[config.mk]
export PLATFORM = sky130hd
export DESIGN_NAME = pong_game_ctrl
export DESIGN_NICKNAME = d
export VERILOG_FILES = /design/src/rtl/pong_game_ctrl.sv
export SDC_FILE = /design/constraint.sdc
export NUM_CORES = 1
export LEC_CHECK = 0
export CORE_ASPECT_RATIO = 1.4
export CORE_MARGIN = 8
export CORE_UTILIZATION = 45
export DETAILED_ROUTE_END_ITERATION = 12
export PLACE_DENSITY = 0.84
export SETUP_SLACK_MARGIN = 0.4
export SYNTH_ARGS = -nofsm -noshare
export SYNTH_HDL_FRONTEND = slang
export SYNTH_SLANG_ARGS = --single-unit
[constraint.sdc]
create_clock -name i_clk -period 2.25 [get_ports i_clk]
set_input_delay 0.45 -clock i_clk [delete_from_list [all_inputs] [get_ports i_clk]]
set_output_delay 0.45 -clock i_clk [all_outputs]
set_load 0.05 [all_outputs]
[src/rtl/pong_game_ctrl.sv]
// Pong gameplay sequencer: owns ball direction, the serve/play/point/over FSM and both scores.
// Every state change is qualified by i_frame_tick; all outputs come straight from flops.
module pong_game_ctrl #(
   parameter int unsigned SCREEN_W     = 640,
   parameter int unsigned SCREEN_H     = 480,
   parameter int unsigned BALL_SIZE    = 8,
   parameter int unsigned WALL_MARGIN  = 8,
   parameter int unsigned PAUSE_FRAMES = 60,
   parameter int unsigned WIN_SCORE    = 9
) (
   input  logic       i_clk,
   input  logic       i_rst_n,
   input  logic       i_frame_tick,
   input  logic       i_p1_srv,
   input  logic       i_p2_srv,
   input  logic       i_p1_hit,
   input  logic       i_p2_hit,
   input  logic [9:0] i_ball_x,
   input  logic [8:0] i_ball_y,
   output logic [1:0] o_ball_dx,
   output logic [1:0] o_ball_dy,
   output logic       o_move_en,
   output logic       o_ball_load,
   output logic       o_serve_side,
   output logic [3:0] o_score1,
   output logic [3:0] o_score2,
   output logic [2:0] o_state
);

   typedef enum logic [2:0] {
      StServe = 3'd0,
      StPlay  = 3'd1,
      StPoint = 3'd2,
      StOver  = 3'd3
   } state_t;

   // Two's complement direction codes on a 2-bit bus
   localparam logic [1:0] DirZero = 2'b00;
   localparam logic [1:0] DirPos  = 2'b01;
   localparam logic [1:0] DirNeg  = 2'b11;

   localparam int unsigned CntW = (PAUSE_FRAMES > 1) ? $clog2(PAUSE_FRAMES) : 1;

   localparam logic [9:0]      XLeftLim  = 10'(WALL_MARGIN);
   localparam logic [9:0]      XRightLim = 10'(SCREEN_W - BALL_SIZE - WALL_MARGIN);
   localparam logic [8:0]      YTopLim   = 9'(WALL_MARGIN);
   localparam logic [8:0]      YBotLim   = 9'(SCREEN_H - BALL_SIZE - WALL_MARGIN);
   localparam logic [3:0]      WinScore  = 4'(WIN_SCORE);
   localparam logic [CntW-1:0] CntLast   = CntW'(PAUSE_FRAMES - 1);

   // Registered state and outputs
   state_t          r_state;
   logic [1:0]      r_dx;
   logic [1:0]      r_dy;
   logic            r_move_en;
   logic            r_ball_load;
   logic            r_serve_side;
   logic [3:0]      r_score1;
   logic [3:0]      r_score2;
   logic [CntW-1:0] r_pause_cnt;
   logic            r_dy_seed;

   // Next-state values
   state_t          w_state_nxt;
   logic [1:0]      w_dx_nxt;
   logic [1:0]      w_dy_nxt;
   logic            w_move_en_nxt;
   logic            w_ball_load_nxt;
   logic            w_serve_side_nxt;
   logic [3:0]      w_score1_nxt;
   logic [3:0]      w_score2_nxt;
   logic [CntW-1:0] w_pause_cnt_nxt;
   logic            w_dy_seed_nxt;

   // Decoded conditions
   logic w_srv_req;
   logic w_miss_left;
   logic w_miss_right;
   logic w_wall_top;
   logic w_wall_bot;
   logic w_game_won;

   // Score increment that sticks at the winning score instead of wrapping
   function automatic logic [3:0] sat_inc(input logic [3:0] score);
      return (score >= WinScore) ? score : score + 4'd1;
   endfunction

   // Only the player whose turn it is may serve; a paddle overlap cancels a miss
   always_comb begin
      w_srv_req    = r_serve_side ? i_p1_srv : i_p2_srv;
      w_miss_left  = (i_ball_x < XLeftLim) && !i_p1_hit;
      w_miss_right = (i_ball_x >= XRightLim) && !i_p2_hit;
      w_wall_top   = (i_ball_y <= YTopLim) && (r_dy == DirNeg);
      w_wall_bot   = (i_ball_y >= YBotLim) && (r_dy == DirPos);
      w_game_won   = (r_score1 == WinScore) || (r_score2 == WinScore);
   end

   // Next-state and next-output logic; everything holds unless a frame tick is present
   always_comb begin
      w_state_nxt      = r_state;
      w_dx_nxt         = r_dx;
      w_dy_nxt         = r_dy;
      w_move_en_nxt    = 1'b0;
      w_ball_load_nxt  = 1'b0;
      w_serve_side_nxt = r_serve_side;
      w_score1_nxt     = r_score1;
      w_score2_nxt     = r_score2;
      w_pause_cnt_nxt  = r_pause_cnt;
      w_dy_seed_nxt    = r_dy_seed;

      if (i_frame_tick) begin
         w_dy_seed_nxt = ~r_dy_seed;

         case (r_state)
            StServe: begin
               w_dx_nxt = DirZero;
               w_dy_nxt = DirZero;
               if (w_srv_req) begin
                  w_dx_nxt    = r_serve_side ? DirPos : DirNeg;
                  w_dy_nxt    = r_dy_seed ? DirPos : DirNeg;
                  w_state_nxt = StPlay;
               end
            end

            StPlay: begin
               // The ball still steps on the tick that detects a miss
               w_move_en_nxt = 1'b1;
               if (w_miss_left) begin
                  w_score2_nxt     = sat_inc(r_score2);
                  w_serve_side_nxt = 1'b1;
                  w_dx_nxt         = DirZero;
                  w_dy_nxt         = DirZero;
                  w_pause_cnt_nxt  = '0;
                  w_state_nxt      = StPoint;
               end else if (w_miss_right) begin
                  w_score1_nxt     = sat_inc(r_score1);
                  w_serve_side_nxt = 1'b0;
                  w_dx_nxt         = DirZero;
                  w_dy_nxt         = DirZero;
                  w_pause_cnt_nxt  = '0;
                  w_state_nxt      = StPoint;
               end else begin
                  if (i_p1_hit) begin
                     w_dx_nxt = DirPos;
                  end else if (i_p2_hit) begin
                     w_dx_nxt = DirNeg;
                  end
                  if (w_wall_top) begin
                     w_dy_nxt = DirPos;
                  end else if (w_wall_bot) begin
                     w_dy_nxt = DirNeg;
                  end
               end
            end

            StPoint: begin
               w_dx_nxt = DirZero;
               w_dy_nxt = DirZero;
               if (r_pause_cnt == CntLast) begin
                  w_pause_cnt_nxt = '0;
                  if (w_game_won) begin
                     w_state_nxt = StOver;
                  end else begin
                     w_ball_load_nxt = 1'b1;
                     w_state_nxt     = StServe;
                  end
               end else begin
                  w_pause_cnt_nxt = r_pause_cnt + 1'b1;
               end
            end

            StOver: begin
               w_dx_nxt = DirZero;
               w_dy_nxt = DirZero;
               if (i_p1_srv || i_p2_srv) begin
                  w_score1_nxt     = 4'd0;
                  w_score2_nxt     = 4'd0;
                  w_serve_side_nxt = 1'b0;
                  w_ball_load_nxt  = 1'b1;
                  w_pause_cnt_nxt  = '0;
                  w_state_nxt      = StServe;
               end
            end

            // Unused encodings fall back to a held serve
            default: begin
               w_dx_nxt        = DirZero;
               w_dy_nxt        = DirZero;
               w_pause_cnt_nxt = '0;
               w_state_nxt     = StServe;
            end
         endcase
      end
   end

   // State and output registers with asynchronous clear
   always_ff @(posedge i_clk or negedge i_rst_n) begin
      if (!i_rst_n) begin
         r_state      <= StServe;
         r_dx         <= DirZero;
         r_dy         <= DirZero;
         r_move_en    <= 1'b0;
         r_ball_load  <= 1'b0;
         r_serve_side <= 1'b0;
         r_score1     <= 4'd0;
         r_score2     <= 4'd0;
         r_pause_cnt  <= '0;
         r_dy_seed    <= 1'b0;
      end else begin
         r_state      <= w_state_nxt;
         r_dx         <= w_dx_nxt;
         r_dy         <= w_dy_nxt;
         r_move_en    <= w_move_en_nxt;
         r_ball_load  <= w_ball_load_nxt;
         r_serve_side <= w_serve_side_nxt;
         r_score1     <= w_score1_nxt;
         r_score2     <= w_score2_nxt;
         r_pause_cnt  <= w_pause_cnt_nxt;
         r_dy_seed    <= w_dy_seed_nxt;
      end
   end

   assign o_ball_dx    = r_dx;
   assign o_ball_dy    = r_dy;
   assign o_move_en    = r_move_en;
   assign o_ball_load  = r_ball_load;
   assign o_serve_side = r_serve_side;
   assign o_score1     = r_score1;
   assign o_score2     = r_score2;
   assign o_state      = r_state;

endmodule
==> results.md, run 1 <==
* Critical path startpoint category: flop
* CORE AREA at 3380 um^2
* Via density at 5.70
* Register area share after synthesis at 37.8%
* Hold-fix buffers at CTS at 0
* Req. time, crit path at 1.80 ns
* Placed instance count at 253
* Ys flop type: dfrtp_1
* Flops & latches, synth at 24
* Post-synth EDFFs at 0
* Setup WS post-layout at 0.422 ns
* GP Congestion at 0.912
* CTS tree: built
* GRT overflow at 0
* Total number of yosys warnings at 0
* CP max stage delay at 0.52 ns
* Setup Viol. Count Final at 0
* RSZ-0062 raised after global routing: true
* Setup Skew at 0.00231 ns
* Fmax at 0.547 GHz
* Pwr dens at 1080 nW/um^2
* Non-filler cells, final at 261
* Via count at 1,488
* Worst path bufs/invs at 2
* Asr flop ratio synth at 100%
* Final Routed Wirelength at 4140 um
* Mean Syn Cell Area at 9.76 um^2
* First-pass GRT wire length at 7080 um
* Crit-path slowest cell: dlygate4sd2_1
* Crit Path Category: flop to primary output
* Multi-input logic area at 968 um^2
* FF/Latch Area at 606 um^2
* Area leader, netlist: dfrtp_1
* Dpl ws at -0.0949 ns
* Final Hold Violating Endpoints at 0
* Top cells by area, synth: dfrtp_1 38%, ha_1 5.5%, mux2_4 2.8%, inv_1 2.6%, nand2_1 2.6%
* GRT Total Usage at 15.2%
* CP endpoint kind: primary output
* Largest net degree at the start of global routing at 25
* CTS Root Cell: clkbuf_8
* Crit-path cells: buf_4 > dlygate4sd2_1
* CTS max path bufs at 2
* Power after layout at 2.43 mW
* Synth Cell Area at 1590 um^2
* Yosys top cell area share at 37.8%
* WL/cell at 15.9 um
* Width of the die at 66.2 um
* Number of global-route vias before repair at 1,552
* Fillcell total at 275
* TritonRoute pass-1 iters at 4
* Num rows at 25
* Die Ht at 86.3 um
* # nets final at 255
* Initial antenna violation count at 0
* Leak at 1.01 nW
* CTS clk-pin slew, worst paths at 0.09 ns
* Syn Inst Count at 163
* Fin Setup TNS at 0 ns
* Crit-path max FO at 6
* Maximum VDD drop at 0.000670 V
* Mapped Nets at 196
* Max Cap Viol at 0
* Htree depth at 1
* Sink Count at 24
* Count leader, synth: dfrtp_1
* Worst slew pin tran at 0.530 ns
* Initial core utilization at 47.1%
* Commonest cells in the netlist: 24 x dfrtp_1, 11 x inv_1, 11 x nand2_1
* Final min period at 1.83 ns
* DP HPWL at 3090 um
* Crit path DAT at 1.38 ns
* # IOs at 44
* Final period util at 81.2%
* P&R area growth vs syn at 41.1%
* Outcome: completed
* IO buf count at 39
* Max-slew violations at 0
* Worst min path class: flop to flop
* Num CTS Buffers at 3
* Detailed Route Iter0 Violations at 52
* Final ANT Viol Nets at 0
* CP delay by family, top: buffers and inverters
* Die area at 5720 um^2
* Later-pin clock latency in the skew report at 0.27 ns
* Post-synth cell types at 60
* Slew headroom at 64.8%
* Share of layout cells above drive strength 1 at 27.6%
* Antenna cells at 0
* DRC at 0
-- cells in the final DEF (no fill, tap or decap), types with 3 or more instances in the layout --
| cell type | count |
|---|---|
| dfrtp_1 | 20 |
| o31ai_1 | 3 |
| o211ai_1 | 3 |
| ha_1 | 4 |
| and3_1 | 3 |
| mux2i_1 | 4 |
| nand3_1 | 6 |
| buf_4 | 21 |
| dlygate4sd2_1 | 18 |
| o21ai_0 | 3 |
| nor3_1 | 3 |
| o311ai_1 | 3 |
| nor2_1 | 9 |
| mux2_4 | 3 |
| nand2_1 | 11 |
| inv_1 | 7 |
| clkdlybuf4s50_1 | 14 |
| a2111oi_0 | 3 |
| o2bb2ai_1 | 3 |
| inv_2 | 3 |
| a21oi_1 | 6 |
| clkbuf_8 | 3 |
| dfrtp_2 | 4 |
| clkdlybuf4s15_1 | 4 |
-- what timing repair did --
| item | in CTS | in global routing |
|---|---|---|
| buffers inserted | 1 | 3 |
| pin swaps | 4 | 9 |
| gates resized for setup | 25 | 17 |
| endpoints found under the hold margin | 0 | 0 |
| setup endpoints to repair | 36 | 16 |
-- final timing paths --
check / slack [ns] / startpoint / endpoint / cells past startpoint
max reg2reg: 0.43 / o_score2[0]$_DFFE_PN0P_ / o_score2[2]$_DFFE_PN0P_ / 7
min: 0.50 / r_dy_seed$_DFFE_PN0P_ / r_dy_seed$_DFFE_PN0P_ / 1
max: 0.42 / o_score2[0]$_DFFE_PN0P_ / o_score2[0] / 2
min in group asynchronous: 0.53 / i_rst_n / o_score2[3]$_DFFE_PN0P_ / 2
max in group asynchronous: 1.45 / i_rst_n / o_score2[0]$_DFFE_PN0P_ / 2
min reg2reg: 0.50 / r_dy_seed$_DFFE_PN0P_ / r_dy_seed$_DFFE_PN0P_ / 1
-- power by group --
part           internal, mW  total, mW  switching (mW)
Sequential            0.579      0.768           0.188
Clock                 0.238      0.387           0.149
Combinational         0.509       1.28           0.770
-- registers in the layout, summed over array words and instances (netlist names) --
signal / cells
o_state: 2
o_ball_dx: 2
r_pause_cnt: 6
o_score1: 4
o_serve_side: 1
o_score2: 4
o_move_en: 1
o_ball_dy: 2
o_ball_load: 1
r_dy_seed: 1
-- cells by family after synthesis --
group	after synthesis	synth area share [%]
simple gates	62	23.2
compound gates	45	22.6
flops	24	37.8
buf+inv	16	4.80
fa+ha+maj	7	5.51
mux	7	5.35
other cells	1	0.236
xor+xnor	1	0.551
-- worst reg2reg max path: cells and delay by family (launching register included) --
family	cells	cell delay, ns
AO/OA/AOI/OAI	2	0.38
adder cells (fa/ha/maj)	1	0.11
buffers and inverters	2	0.24
flip-flops	1	0.47
multiplexers	1	0.14
AND/OR/NAND/NOR	1	0.38
-- layer usage --
layer	up-vias	GRT usage, %	routed length, um
met5	-	0	0
met4	0	6.24	104
met3	11	3.74	310
met2	47	26.4	2100
met1	703	16.9	1630
li1	727	-	-
-- area by class of cell --
cell class | instances | area share (%)
inverters | 11 | 1.95
repair buffers | 59 | 22.5
clock buffers | 3 | 1.84
multi-input cells | 123 | 43.1
well taps | 40 | 2.23
clock inverters | 1 | 1.34
flip-flops and latches | 24 | 27.0
-- per-stage QoR --
step                      hold WS, ns  area, um^2  utilization, %
after floorplan                 0.154        1630               -
after global placement          0.460        2150            63.6
after detailed placement        0.481        2150            63.6
after CTS                       0.498        2200            65.1
after global routing            0.526        2240            66.4
final                           0.496        2240            66.4
Note: power is estimated with default switching activity, not from simulation.
==> run 2, diff against run 1 <==
CORE_UTILIZATION = 43   (was 45)
clock period = 1.65 ns   (was 2.25 ns; I/O delays follow)
==> results.md, run 2 (synthesis gave the netlist of run 1 again) <==
* Outcome: finished with violations
* Failing checks: negative setup slack
* Die area at 5930 um^2
* # nets final at 290
* R2r setup slk at -0.23 ns
* Pwr dens at 1520 nW/um^2
* Fmax at 0.533 GHz
* Largest net degree at the start of global routing at 25
* Dpl ws at -0.590 ns
* CTS clk-pin slew, worst paths at 0.10 ns
* Antenna cells at 0
* CP endpoint kind: flop
* Final period util at 114%
* Num rows at 26
* CTS max path bufs at 2
* CTS Root Cell: clkbuf_8
* Htree depth at 1
* Fillcell total at 178
* # IOs at 44
* GP Congestion at 0.888
* Max-slew violations at 0
* Die Ht at 88.0 um
* Initial core utilization at 44.0%
* Num CTS Buffers at 3
* TritonRoute pass-1 iters at 4
* Crit-path max FO at 3
* Setup WS post-layout at -0.227 ns
* Final min period at 1.88 ns
* Power after layout at 4.45 mW
* Final ANT Viol Nets at 0
* IO buf count at 39
* Critical path startpoint category: flop
* Crit Path Category: flop to flop
* CORE AREA at 3610 um^2
* Final Routed Wirelength at 6980 um
* First-pass GRT wire length at 8920 um
* Worst min path class: input pin to async pin
* Register with the most flip-flops: r_pause_cnt
* Hold-fix buffers at CTS at 0
* Leak at 1.28 nW
* Width of the die at 67.4 um
* Setup Viol. Count Final at 11
* Later-pin clock latency in the skew report at 0.28 ns
* Sink Count at 24
* Initial antenna violation count at 0
* Setup Skew at 0.00498 ns
* Final Hold Violating Endpoints at 0
* Slew headroom at 65.3%
* RSZ-0062 raised after global routing: true
* Worst slew pin tran at 0.507 ns
* CTS tree: built
* GRT Total Usage at 19.4%
* Maximum VDD drop at 0.00105 V
* Req. time, crit path at 1.81 ns
* DP HPWL at 3460 um
* DRC at 0
* Share of layout cells above drive strength 1 at 59.0%
* Most common cell after layout, fill and taps aside: buf_4
* Crit path DAT at 2.04 ns
* Most frequent cells in the layout: 45 x buf_4, 20 x buf_6, 14 x dfrtp_1
* P&R area growth vs syn at 83.8%
* Detailed Route Iter0 Violations at 231
* WL/cell at 23.4 um
* Max Cap Viol at 0
* Via count at 1,839
* Final core area utilization at 80.9%
* Number of global-route vias before repair at 1,819
* Via density at 6.17
* Fin Setup TNS at -1.38 ns
* Max reg flops at 6
* GRT overflow at 0
## run 2: changes by cell type in the layout (fill, tap and decap cells not counted), moves of 4 or more
| cell | previous run | this run |
|---|---|---|
| clkdlybuf4s15_1 | 4 | 0 |
| dlygate4sd2_1 | 18 | 0 |
| buf_4 | 21 | 45 |
| dfrtp_1 | 20 | 14 |
| buf_6 | 0 | 20 |
| dfrtp_2 | 4 | 10 |
| buf_12 | 0 | 10 |
## run 2: path summary, 6_finish.rpt
check	start	to	cells after the start
min in group i_clk	o_ball_dx[0]$_DFFE_PN0P_	o_ball_dx[0]$_DFFE_PN0P_	1
worst max-delay path	o_score2[0]$_DFFE_PN0P_	o_score2[0]$_DFFE_PN0P_	6
worst max register to register	o_score2[0]$_DFFE_PN0P_	o_score2[0]$_DFFE_PN0P_	6
worst min-delay path	i_rst_n	r_pause_cnt[4]$_DFFE_PN0P_	2
max in group asynchronous	i_rst_n	o_score2[0]$_DFFE_PN0P_	2
worst min register to register	o_ball_dx[0]$_DFFE_PN0P_	o_ball_dx[0]$_DFFE_PN0P_	1
## run 2: through the flow
| step | cells | hold WS [ns] | cell area (um^2) |
|---|---|---|---|
| 4_1_cts | 283 | 0.430 | 2660 |
| 3_5_place_dp | 272 | 0.457 | 2410 |
| 3_3_place_gp | 272 | 0.461 | 2410 |
| 6_report | 298 | 0.412 | 2920 |
| 2_1_floorplan | 163 | 0.0344 | 1680 |
| 5_1_grt | 298 | 0.445 | 2920 |
## run 2: area by class of cell
type,count,area (um^2),area share [%]
Sequential cell,24,613,21.0
Multi-Input combinational cell,123,1200,40.9
Inverter,11,43.8,1.50
Clock inverter,1,30.0,1.03
Clock buffer,3,41.3,1.41
Timing Repair Buffer,94,946,32.4
Tap cell,42,52.6,1.80
## run 2: what timing repair did
item                       in CTS  in global routing
pin swaps                      23                 16
resized for setup              62                 41
hold endpoints to repair        0                  0
setup endpoints to repair      31                 35
setup buffers                   7                 15
## run 2: routing by layer
| metal | up-vias | GRT usage, % | wire length [um] |
|---|---|---|---|
| met1 | 913 | 21.6 | 2650 |
| met2 | 89 | 34.4 | 3670 |
| met3 | 32 | 3.46 | 338 |
| met4 | 0 | 8.59 | 326 |
| met5 | - | 0 | 0 |
| li1 | 805 | - | - |
## run 2: critical path, cell delays in order, from the launching register on
cell	delay, ns
dfrtp_2	0.46
inv_2	0.06
ha_2	0.14
or3b_4	0.38
a211oi_4	0.30
o21ai_2	0.11
mux2_4	0.31
## run 2: report_power, final
group / switching, mW / internal [mW] / leakage (nW) / total (mW)
logic: 1.46 / 1.37 / 0.959 / 2.83
clock network: 0.219 / 0.325 / 0.0357 / 0.544
registers: 0.279 / 0.795 / 0.285 / 1.07
==> run 3, diff against run 2 <==
CORE_ASPECT_RATIO = default   (was 1.4)
CORE_UTILIZATION = 45   (was 43)
clock period = 2.2 ns   (was 1.65 ns; I/O delays follow)
==> results.md, run 3 (synthesis gave the netlist of run 1 again) <==
* Outcome: completed
* Max reg flops at 6
* CTS Root Cell: clkbuf_4
* RR Startpoint: o_score2[1]$_DFFE_PN0P_
* Num rows at 21
* Crit-path slowest cell: dfrtp_2
* Crit-path cells: inv_2 > ha_1 > or3b_4 > a211oi_4 > o21ai_2 > mux2_4
* RSZ-0062 raised after global routing: true
* Antenna cells at 0
* Max-slew violations at 0
* Initial antenna violation count at 0
* Crit path DAT at 2.05 ns
* Crit Path Category: flop to flop
* Detailed Route Iter0 Violations at 85
* First-pass GRT wire length at 6940 um
* CP endpoint kind: flop
* CTS tree: built
* Final Cell Area at 2200 um^2
* Largest net degree at the start of global routing at 25
* Crit-path max FO at 4
* Final Routed Wirelength at 4290 um
* Final ANT Viol Nets at 0
* DP HPWL at 3230 um
* GP Congestion at 0.845
* Worst slew pin tran at 0.507 ns
* Die area at 5690 um^2
* GRT Total Usage at 15.2%
* CTS clk-pin slew, worst paths at 0.14 ns
* Non-filler cells, final at 263
* R2R depth at 6
* Worst min path class: input pin to async pin
* Worst R2R End: o_score2[0]$_DFFE_PN0P_
* Initial core utilization at 47.3%
* P&R area growth vs syn at 38.6%
* Number of global-route vias before repair at 1,501
* IO buf count at 39
* Critical path startpoint category: flop
* CTS max path bufs at 2
* Later-pin clock latency in the skew report at 0.32 ns
* WL/cell at 16.3 um
* Via density at 5.78
* Sink Count at 24
* CP delay by family, top: flip-flops
* Via count at 1,519
* DP Area at 2160 um^2
* CP max stage delay at 0.45 ns
* R2r setup slk at 0.37 ns
* Final min period at 1.83 ns
* Width of the die at 75.4 um
* Req. time, crit path at 2.42 ns
* Placed instance count at 257
* TritonRoute pass-1 iters at 5
* # IOs at 44
* Fmax at 0.546 GHz
* Register with the most flip-flops: r_pause_cnt
* Final Hold Violating Endpoints at 0
* GRT overflow at 0
* Slew headroom at 66.3%
* Setup Viol. Count Final at 0
* Max Cap Viol at 0
* Pwr dens at 1090 nW/um^2
* Setup Skew at 0.00317 ns
* Die Ht at 75.4 um
* DRC at 0
* Most frequent cells in the layout: 20 x dfrtp_1, 17 x buf_4, 15 x dlygate4sd2_1
* Final period util at 83.2%
* CORE AREA at 3360 um^2
* Share of layout cells above drive strength 1 at 25.8%
* Num CTS Buffers at 3
* Maximum VDD drop at 0.000740 V
* Htree depth at 1
* Most common cell after layout, fill and taps aside: dfrtp_1
* Worst path bufs/invs at 1
* Fillcell total at 276
* Hold-fix buffers at CTS at 0
* Leak at 0.982 nW
* # nets final at 251
* Worst hold slack at 0.459 ns
==> run 3: changes by cell type in the layout (fill, tap and decap cells not counted), sizes merged <==
cell,change
clkdlybuf4s15,+6
dlygate4sd2,+15
clkdlybuf4s50,+3
clkbuf,+2
buf,-62
dlymetal6s2s,-3
==> run 3: cell type report <==
| cell class | count | area, um^2 | share of cell area [%] |
|---|---|---|---|
| Tap cell | 46 | 57.6 | 2.61 |
| Clock inverter | 1 | 30.0 | 1.36 |
| Clock buffer | 3 | 22.5 | 1.02 |
| Timing Repair Buffer | 55 | 474 | 21.5 |
| Sequential cell | 24 | 606 | 27.5 |
| Inverter | 11 | 43.8 | 1.99 |
| Multi-Input combinational cell | 123 | 971 | 44.0 |
==> run 3: timing repair <==
item                       4_1_cts  5_1_grt
gates resized for setup         27       15
setup buffers                    0        2
setup endpoints to repair       32       18
gates cloned                     0        0
pin swaps                        4        7
==> run 3: worst max path at each step <==
stage	endpoint	slack, ns	start	depth (start not counted)
3_5_place_dp	r_pause_cnt[1]$_DFFE_PN0P_	-0.14	i_ball_x[3]	5
4_1_cts	o_state[0]	0.32	o_state[0]$_DFFE_PN0P_	1
2_1_floorplan	o_score2[0]$_DFFE_PN0P_	0.27	o_score2[1]$_DFFE_PN0P_	6
6_report	o_score2[0]$_DFFE_PN0P_	0.37	o_score2[1]$_DFFE_PN0P_	6
5_1_grt	o_score2[0]$_DFFE_PN0P_	0.30	o_score2[0]$_DFFE_PN0P_	6
3_3_place_gp	r_pause_cnt[1]$_DFFE_PN0P_	-0.10	i_ball_x[3]	5
==> run 3: worst reg2reg max path: stages, from the launching register on <==
cell and delay (ns):
dfrtp_2 0.45, inv_2 0.09, ha_1 0.13, or3b_4 0.38
a211oi_4 0.24, o21ai_2 0.12, mux2_4 0.32
==> run 3: routing by layer <==
layer / track usage [%] / part of all wire [%] / vias up
met5: 0 / 0 / -
met4: 3.62 / 1.1 / 0
met3: 3.03 / 7.9 / 10
met2: 26.8 / 48 / 56
met1: 18.4 / 43 / 737
li1: - / - / 716
==> run 3: where the power goes <==
group / switching (mW) / leakage, nW / internal [mW] / total [mW]
clock network: 0.140 / 0.0279 / 0.184 / 0.324
registers: 0.200 / 0.294 / 0.591 / 0.791
logic: 0.781 / 0.660 / 0.499 / 1.28
total: 1.12 / 0.982 / 1.28 / 2.40
==> run 3: stage by stage <==
| step | power (mW) | TNS, ns | setup slack (ns) | util (%) |
|---|---|---|---|---|
| final | 2.40 | 0 | 0.369 | 65.6 |
| after detailed placement | 2.10 | -1.18 | -0.139 | 64.1 |
| after floorplan | 1.67 | 0 | 0.274 | - |
| after CTS | 2.37 | 0 | 0.319 | 64.9 |
| after global routing | 2.54 | 0 | 0.296 | 65.6 |
| after global placement | 2.04 | -0.686 | -0.104 | 64.1 |
